File: src/rtl/uart_tx_fifo_if.sv
// uart_tx_fifo_if: CPU write port and uart_tx drain port of the debug byte FIFO.
// The "master" modport is the CPU / uart_tx side. The "slave" modport is the FIFO.
interface uart_tx_fifo_if #(
    parameter int DEPTH_LOG2 = 4,
    parameter int DATA_WIDTH = 8
);
    logic [DATA_WIDTH-1:0] wr_byte;
    logic                  wr_valid;
    logic                  wr_ready;
    logic [DATA_WIDTH-1:0] tx_byte;
    logic                  tx_DataValid;
    logic                  tx_Active;
    logic                  tx_Done;
    logic [DEPTH_LOG2:0]   fifo_count;
    logic                  overflow;

    modport master (
        output wr_byte, wr_valid, tx_Active, tx_Done,
        input  wr_ready, tx_byte, tx_DataValid, fifo_count, overflow
    );

    modport slave (
        input  wr_byte, wr_valid, tx_Active, tx_Done,
        output wr_ready, tx_byte, tx_DataValid, fifo_count, overflow
    );
endinterface

File: src/rtl/uart_tx_fifo.sv
// uart_tx_fifo: byte FIFO plus drain controller feeding uart_tx.
// Bytes from the CPU debug port are buffered. Each byte goes to uart_tx as a
// one-cycle DV pulse, and the controller then waits for tx_Done. A write to a
// full FIFO is dropped and sets the sticky overflow flag, so the core never stalls.
// Optional build macro UART_TX_FIFO_CRLF_EN: a head byte 8'h0A is sent as
// 8'h0D followed by 8'h0A.
module uart_tx_fifo #(
    parameter int DEPTH_LOG2 = 4,
    parameter int DATA_WIDTH = 8
) (
    input  logic          CLK12MHZ,
    input  logic          resetn,
    uart_tx_fifo_if.slave bus
);
    localparam int                  DEPTH = 1 << DEPTH_LOG2;
    localparam logic [DEPTH_LOG2:0] FULL  = (DEPTH_LOG2 + 1)'(DEPTH);

    typedef enum logic [1:0] {
        S_IDLE,
        S_ISSUE,
        S_BUSY
    } state_e;

    logic [DATA_WIDTH-1:0] mem_q [DEPTH];
    logic [DEPTH_LOG2-1:0] wr_ptr_q, wr_ptr_d;
    logic [DEPTH_LOG2-1:0] rd_ptr_q, rd_ptr_d;
    logic [DEPTH_LOG2:0]   count_q, count_d;
    logic                  overflow_q, overflow_d;
    logic [DATA_WIDTH-1:0] tx_byte_q, tx_byte_d;
    logic                  tx_dv_q, tx_dv_d;
    state_e                state_q, state_d;

    logic                  wr_en;
    logic                  pop;
    logic [DATA_WIDTH-1:0] head;

`ifdef UART_TX_FIFO_CRLF_EN
    localparam logic [DATA_WIDTH-1:0] LF = DATA_WIDTH'(8'h0A);
    localparam logic [DATA_WIDTH-1:0] CR = DATA_WIDTH'(8'h0D);
    logic cr_sent_q, cr_sent_d;
`endif

    // wr_ready depends on the pre-edge count, so a write to a full FIFO is
    // rejected even when a pop happens on the same edge.
    assign bus.wr_ready     = (count_q != FULL);
    assign wr_en            = bus.wr_valid && bus.wr_ready;
    assign head             = mem_q[rd_ptr_q];

    assign bus.tx_byte      = tx_byte_q;
    assign bus.tx_DataValid = tx_dv_q;
    assign bus.fifo_count   = count_q;
    assign bus.overflow     = overflow_q;

    // Storage write. The contents need no reset because count gates every read.
    always_ff @(posedge CLK12MHZ) begin
        if (wr_en) begin
            mem_q[wr_ptr_q] <= bus.wr_byte;
        end
    end

    // Pointer, occupancy and sticky overflow update.
    always_comb begin
        wr_ptr_d   = wr_ptr_q;
        rd_ptr_d   = rd_ptr_q;
        count_d    = count_q;
        overflow_d = overflow_q;
        if (wr_en) begin
            wr_ptr_d = wr_ptr_q + 1'b1;
        end
        if (pop) begin
            rd_ptr_d = rd_ptr_q + 1'b1;
        end
        if (wr_en && !pop) begin
            count_d = count_q + 1'b1;
        end else if (!wr_en && pop) begin
            count_d = count_q - 1'b1;
        end
        if (bus.wr_valid && !bus.wr_ready) begin
            overflow_d = 1'b1;
        end
    end

    // Drain FSM next state. ISSUE is always a single cycle. A byte leaves the
    // FIFO on the ISSUE->BUSY edge. While BUSY, only tx_Done is examined.
    always_comb begin
        state_d   = state_q;
        tx_byte_d = tx_byte_q;
        tx_dv_d   = 1'b0;
        pop       = 1'b0;
`ifdef UART_TX_FIFO_CRLF_EN
        cr_sent_d = cr_sent_q;
`endif
        case (state_q)
            S_IDLE: begin
                // The tx_Active gate keeps the FIFO from pulsing into a frame
                // that uart_tx is still finishing after a reset of this block.
                if (count_q != '0 && !bus.tx_Active) begin
                    state_d   = S_ISSUE;
                    tx_dv_d   = 1'b1;
                    tx_byte_d = head;
`ifdef UART_TX_FIFO_CRLF_EN
                    // First visit to a LF head sends CR and leaves the LF queued.
                    // The second visit clears cr_sent and sends the LF itself.
                    if (head == LF && !cr_sent_q) begin
                        tx_byte_d = CR;
                        cr_sent_d = 1'b1;
                    end else begin
                        cr_sent_d = 1'b0;
                    end
`endif
                end
            end
            S_ISSUE: begin
                state_d = S_BUSY;
`ifdef UART_TX_FIFO_CRLF_EN
                // cr_sent still set here means the byte just issued was the
                // inserted CR, so the stored LF must not be popped.
                pop = !cr_sent_q;
`else
                pop = 1'b1;
`endif
            end
            S_BUSY: begin
                if (bus.tx_Done) begin
                    state_d = S_IDLE;
                end
            end
            default: begin
                state_d = S_IDLE;
            end
        endcase
    end

    // State register for the pointers, count, flags and registered uart_tx outputs.
    always_ff @(posedge CLK12MHZ or negedge resetn) begin
        if (!resetn) begin
            wr_ptr_q   <= '0;
            rd_ptr_q   <= '0;
            count_q    <= '0;
            overflow_q <= 1'b0;
            tx_byte_q  <= '0;
            tx_dv_q    <= 1'b0;
            state_q    <= S_IDLE;
        end else begin
            wr_ptr_q   <= wr_ptr_d;
            rd_ptr_q   <= rd_ptr_d;
            count_q    <= count_d;
            overflow_q <= overflow_d;
            tx_byte_q  <= tx_byte_d;
            tx_dv_q    <= tx_dv_d;
            state_q    <= state_d;
        end
    end

`ifdef UART_TX_FIFO_CRLF_EN
    // CR-inserted marker for the current head LF.
    always_ff @(posedge CLK12MHZ or negedge resetn) begin
        if (!resetn) begin
            cr_sent_q <= 1'b0;
        end else begin
            cr_sent_q <= cr_sent_d;
        end
    end
`endif

endmodule

File: src/flat_wrapper.sv
// flat-port wrapper written by rule: the top's interface ports become plain ports
module uart_tx_fifo_flat 
#(
    parameter int DEPTH_LOG2 = 4,
    parameter int DATA_WIDTH = 8
)
  (CLK12MHZ, resetn, bus_wr_byte, bus_wr_valid, bus_tx_Active, bus_tx_Done, bus_wr_ready, bus_tx_byte, bus_tx_DataValid, bus_fifo_count, bus_overflow);
  uart_tx_fifo_if #(.DEPTH_LOG2(DEPTH_LOG2), .DATA_WIDTH(DATA_WIDTH)) bus_i ();
  input  logic CLK12MHZ;
  input  logic resetn;
  input wire logic [$bits(bus_i.wr_byte)-1:0] bus_wr_byte;
  input wire logic [$bits(bus_i.wr_valid)-1:0] bus_wr_valid;
  input wire logic [$bits(bus_i.tx_Active)-1:0] bus_tx_Active;
  input wire logic [$bits(bus_i.tx_Done)-1:0] bus_tx_Done;
  output wire logic [$bits(bus_i.wr_ready)-1:0] bus_wr_ready;
  output wire logic [$bits(bus_i.tx_byte)-1:0] bus_tx_byte;
  output wire logic [$bits(bus_i.tx_DataValid)-1:0] bus_tx_DataValid;
  output wire logic [$bits(bus_i.fifo_count)-1:0] bus_fifo_count;
  output wire logic [$bits(bus_i.overflow)-1:0] bus_overflow;
  assign bus_i.wr_byte = bus_wr_byte;
  assign bus_i.wr_valid = bus_wr_valid;
  assign bus_i.tx_Active = bus_tx_Active;
  assign bus_i.tx_Done = bus_tx_Done;
  assign bus_wr_ready = bus_i.wr_ready;
  assign bus_tx_byte = bus_i.tx_byte;
  assign bus_tx_DataValid = bus_i.tx_DataValid;
  assign bus_fifo_count = bus_i.fifo_count;
  assign bus_overflow = bus_i.overflow;
  uart_tx_fifo #(.DEPTH_LOG2(DEPTH_LOG2), .DATA_WIDTH(DATA_WIDTH)) u_core (.CLK12MHZ(CLK12MHZ), .resetn(resetn), .bus(bus_i));
endmodule
File: config.mk
export PLATFORM = sky130hd
export DESIGN_NAME = uart_tx_fifo_flat
export DESIGN_NICKNAME = d
export VERILOG_FILES = /design/src/rtl/uart_tx_fifo_if.sv /design/src/rtl/uart_tx_fifo.sv /design/src/flat_wrapper.sv
export SDC_FILE = /design/constraint.sdc
export NUM_CORES = 1
export LEC_CHECK = 0
export BUFFER_PORTS_ARGS = -buffer_cell sky130_fd_sc_hd__buf_4
export CORE_MARGIN = 8
export CORE_UTILIZATION = 55
export CTS_CLUSTER_SIZE = 30
export DETAILED_ROUTE_END_ITERATION = 10
export PLACE_DENSITY_LB_ADDON = 0.05
export SYNTH_ARGS = -nofsm -noshare
export SYNTH_HDL_FRONTEND = slang
export SYNTH_SLANG_ARGS = --single-unit
File: constraint.sdc
create_clock -name CLK12MHZ -period 3.7 [get_ports CLK12MHZ]
set_clock_uncertainty 0.15 [all_clocks]
set_input_delay 0.185 -clock CLK12MHZ [delete_from_list [all_inputs] [get_ports CLK12MHZ]]
set_output_delay 0.185 -clock CLK12MHZ [all_outputs]
set_load 0.005 [all_outputs]
==> flow_summary.yaml <==
pwr:
  p_comb_frac: 0.265
  p_per_area_nw_per_um2: 785
  p_leak_nw: 2.64
  ir_worst_vdd_mv: 0.420
  power_frac_seq: 0.429
  clkPwrFrac: 0.306
  switching_share: 0.287
  p_int_w: 0.00406
  p_switching_w: 0.00164
worst_setup_path:
  worstPathArrival_ns: 3.28
  slowest_stage: "nor4_1"
  path_buf_inv: 1
  cp.required_ns: 3.90
  critical-path-top-delay-family: "simple AND/OR/NAND/NOR gates"
  crit_path_cell_trace: "nor4_1 -> nand2_1 -> and2_1 -> ha_1 -> inv_1 -> ha_1 -> a21o_1 -> a21oi_1 -> mux2i_1 -> xnor2_1"
  critPathKind: "reg2reg"
  crit_path_end_kind: "register"
  cp_common_cell: "ha_1"
  setup.worst_path.start_class: "register"
  path_max_fanout: 9
  crit_path_max_incr_delay_ns: 0.53
logic_synthesis:
  synth_area_per_cell_um2: 18.7
  synth_largest_area_cell: "edfxtp_1"
  syn_area_um2: 6220
  yosysWarnings: 0
  synthesis.nets: 355
  ys_seq_elements: 153
  synth.area.top_cells: "edfxtp_1 (62%), dfrtp_1 (10%), mux4_1 (7.2%)"
  ys_seq_area_frac: 0.719
  synth-async-reset-ratio: 0.163
  syn_inst: 332
  synth_edf_count: 128
  synthDistinctLibCells: 33
  yosysMostFrequentCell: "edfxtp_1"
  synth_common_cells: "edfxtp_1 (128), nand2_1 (29), dfrtp_1 (25)"
  netlist.area_leader.share: 0.618
  ys.flop_type: "edfxtp_1"
sta:
  setup_viol: 0
  hold_viol_final: 0
  drv_slew: 0
  worst_slew_pin_slew_ns: 0.944
  fin_setup_tns_ns: 0
  fmax_mhz: 325
  rsz0062_at_grt: "false"
  fin_crit_ns: 3.08
  period_share: 0.832
  timing.slew.headroom: 0.368
clocking:
  cts.sinks: 153
  max-clock-path-buffers: 2
  cts_tree: "done"
  cts_root_buffer: "clkbuf_16"
  clk-insertion-delay-late_ns: 0.43
  path_clk_slew_ns: 0.06
  htree_levels: 4
  cts_resized: 0
  numCtsBuffers: 17
global_routing:
  grt_max_degree: 26
  antenna_found_initial: 0
  grt_pass1_wl_um: 18500
  grt.total_usage: 0.175
  grt_pass1_vias: 3121
  overflow: 0
route:
  wire_per_inst_um: 21.9
  wirelength_um: 11800
  drc_errors: 0
  antenna_left: 0
  drt_first_pass_iters: 4
  viasPerCell: 5.58
  drt_iter0_markers: 212
  routed-via-count: 3018
floorplan:
  num_rows: 39
  start_util: 0.554
  die_w_um: 122
  core_um2: 11200
  num_io_pins: 29
  design.die.area_um2: 15000
  die_y_um: 122
cells_and_area:
  multiInputGateArea_um2: 1570
  n_fill_cell: 776
  layout-drive-gt1-share: 0.226
  final_nets: 408
  area_growth_pct: 16.7
  regArea_um2: 4470
  postLayoutCellArea_um2: 7260
  antennaDiodeCount: 0
hold_path:
  hold_class: "in2async"
run_status:
  outcome: "completed"
placed_design:
  port_buffers: 28
  dp_hpwl_um: 7340
  dpl_cell_area_um2: 6560
  gp_congestion: 0.757
job:
  cap_violations: 0
routing by layer:
layer / track usage / up-vias / part of all wire
li1: - / 1403 / -
met1: 0.220 / 1543 / 0.45
met2: 0.284 / 59 / 0.49
met3: 0.0520 / 13 / 0.047
met4: 0.0663 / 0 / 0.014
met5: 0 / - / 0
final timing paths:
kind,to,slack [ns],cells after the start,from
max in group asynchronous,u_core.rd_ptr_q[0],3.07,2,resetn
min reg2reg,u_core.bus.tx_byte[5],0.33,2,u_core.bus.tx_byte[5]
min in group CLK12MHZ,u_core.state_q[0],0.30,3,bus_tx_Active
max reg2reg,u_core.bus.fifo_count[4],0.62,10,u_core.bus.fifo_count[0]
min,u_core.bus.fifo_count[2],0.06,2,resetn
max,u_core.bus.fifo_count[4],0.62,10,u_core.bus.fifo_count[0]
stage by stage:
| stage | setup slack [ns] | power, W | hold WS (ns) | utilization | cells |
|---|---|---|---|---|---|
| 4_1_cts | 0.588 | 0.00577 | 0.0573 | 0.647 | 541 |
| 2_1_floorplan | 0.925 | 0.00353 | -0.261 | - | 332 |
| 5_1_grt | 0.425 | 0.00601 | 0.0682 | 0.647 | 541 |
| 6_report | 0.623 | 0.00570 | 0.0575 | 0.647 | 541 |
| 3_5_place_dp | 0.603 | 0.00401 | -0.0310 | 0.585 | 498 |
| 3_3_place_gp | 0.729 | 0.00398 | -0.0359 | 0.585 | 498 |
cell families (layout without fill, tap and decap cells):
kind of cell / Yosys count / in the layout / share of synthesized area
xor+xnor: 10 / 10 / 0.0141
mux: 49 / 49 / 0.155
simple gates: 56 / 56 / 0.0382
flops: 153 / 153 / 0.719
fa+ha+maj: 10 / 10 / 0.0213
compound gates: 27 / 27 / 0.0241
buf+inv: 27 / 93 / 0.0286
layout by cell type (no fill, tap or decap), types with 3 or more instances in the layout:
cell	netlist	final
nand2_1	29	29
xnor2_1	8	8
nand2b_1	3	3
mux4_1	17	17
bufinv_16	0	4
clkbuf_16	0	17
mux2i_1	9	9
mux2_2	8	8
dfrtp_1	25	24
nor2_1	14	14
nor3_1	4	4
inv_1	10	10
dlygate4sd3_1	0	11
mux4_2	15	15
ha_1	9	9
clkinv_2	0	3
edfxtp_1	128	128
o21ai_0	9	9
o21ai_1	12	12
buf_4	4	40
clkinv_1	0	6
state kept, by name, indices dropped and copies added, names as in the netlist:
signal	count
u_core.bus.fifo_count	5
u_core.bus.overflow	1
u_core.bus.tx_DataValid	1
u_core.bus.tx_byte	8
u_core.mem_q	128
u_core.rd_ptr_q	4
u_core.state_q	2
u_core.wr_ptr_q	4
power by group through the flow:
stage               Clock [W]  Combinational, W  Sequential (W)
finish                0.00174           0.00151         0.00245
global route          0.00185           0.00166         0.00250
CTS                   0.00177           0.00154         0.00246
detailed placement          0           0.00152         0.00249
global placement            0           0.00150         0.00248
floorplan                   0           0.00125         0.00229
final cells by class:
class,count,area share
inverters,10,0.00517
multi-input cells,152,0.217
repair buffers,51,0.0565
flip-flops and latches,153,0.616
clock inverters,13,0.0217
clock buffers,19,0.0596
well taps,143,0.0246
timing repair:
action | CTS | global route
hold buffers | 11 | 0
hold endpoints to repair | 155 | 0
setup buffers | 0 | 0
Note: power is estimated with default switching activity, not from simulation.
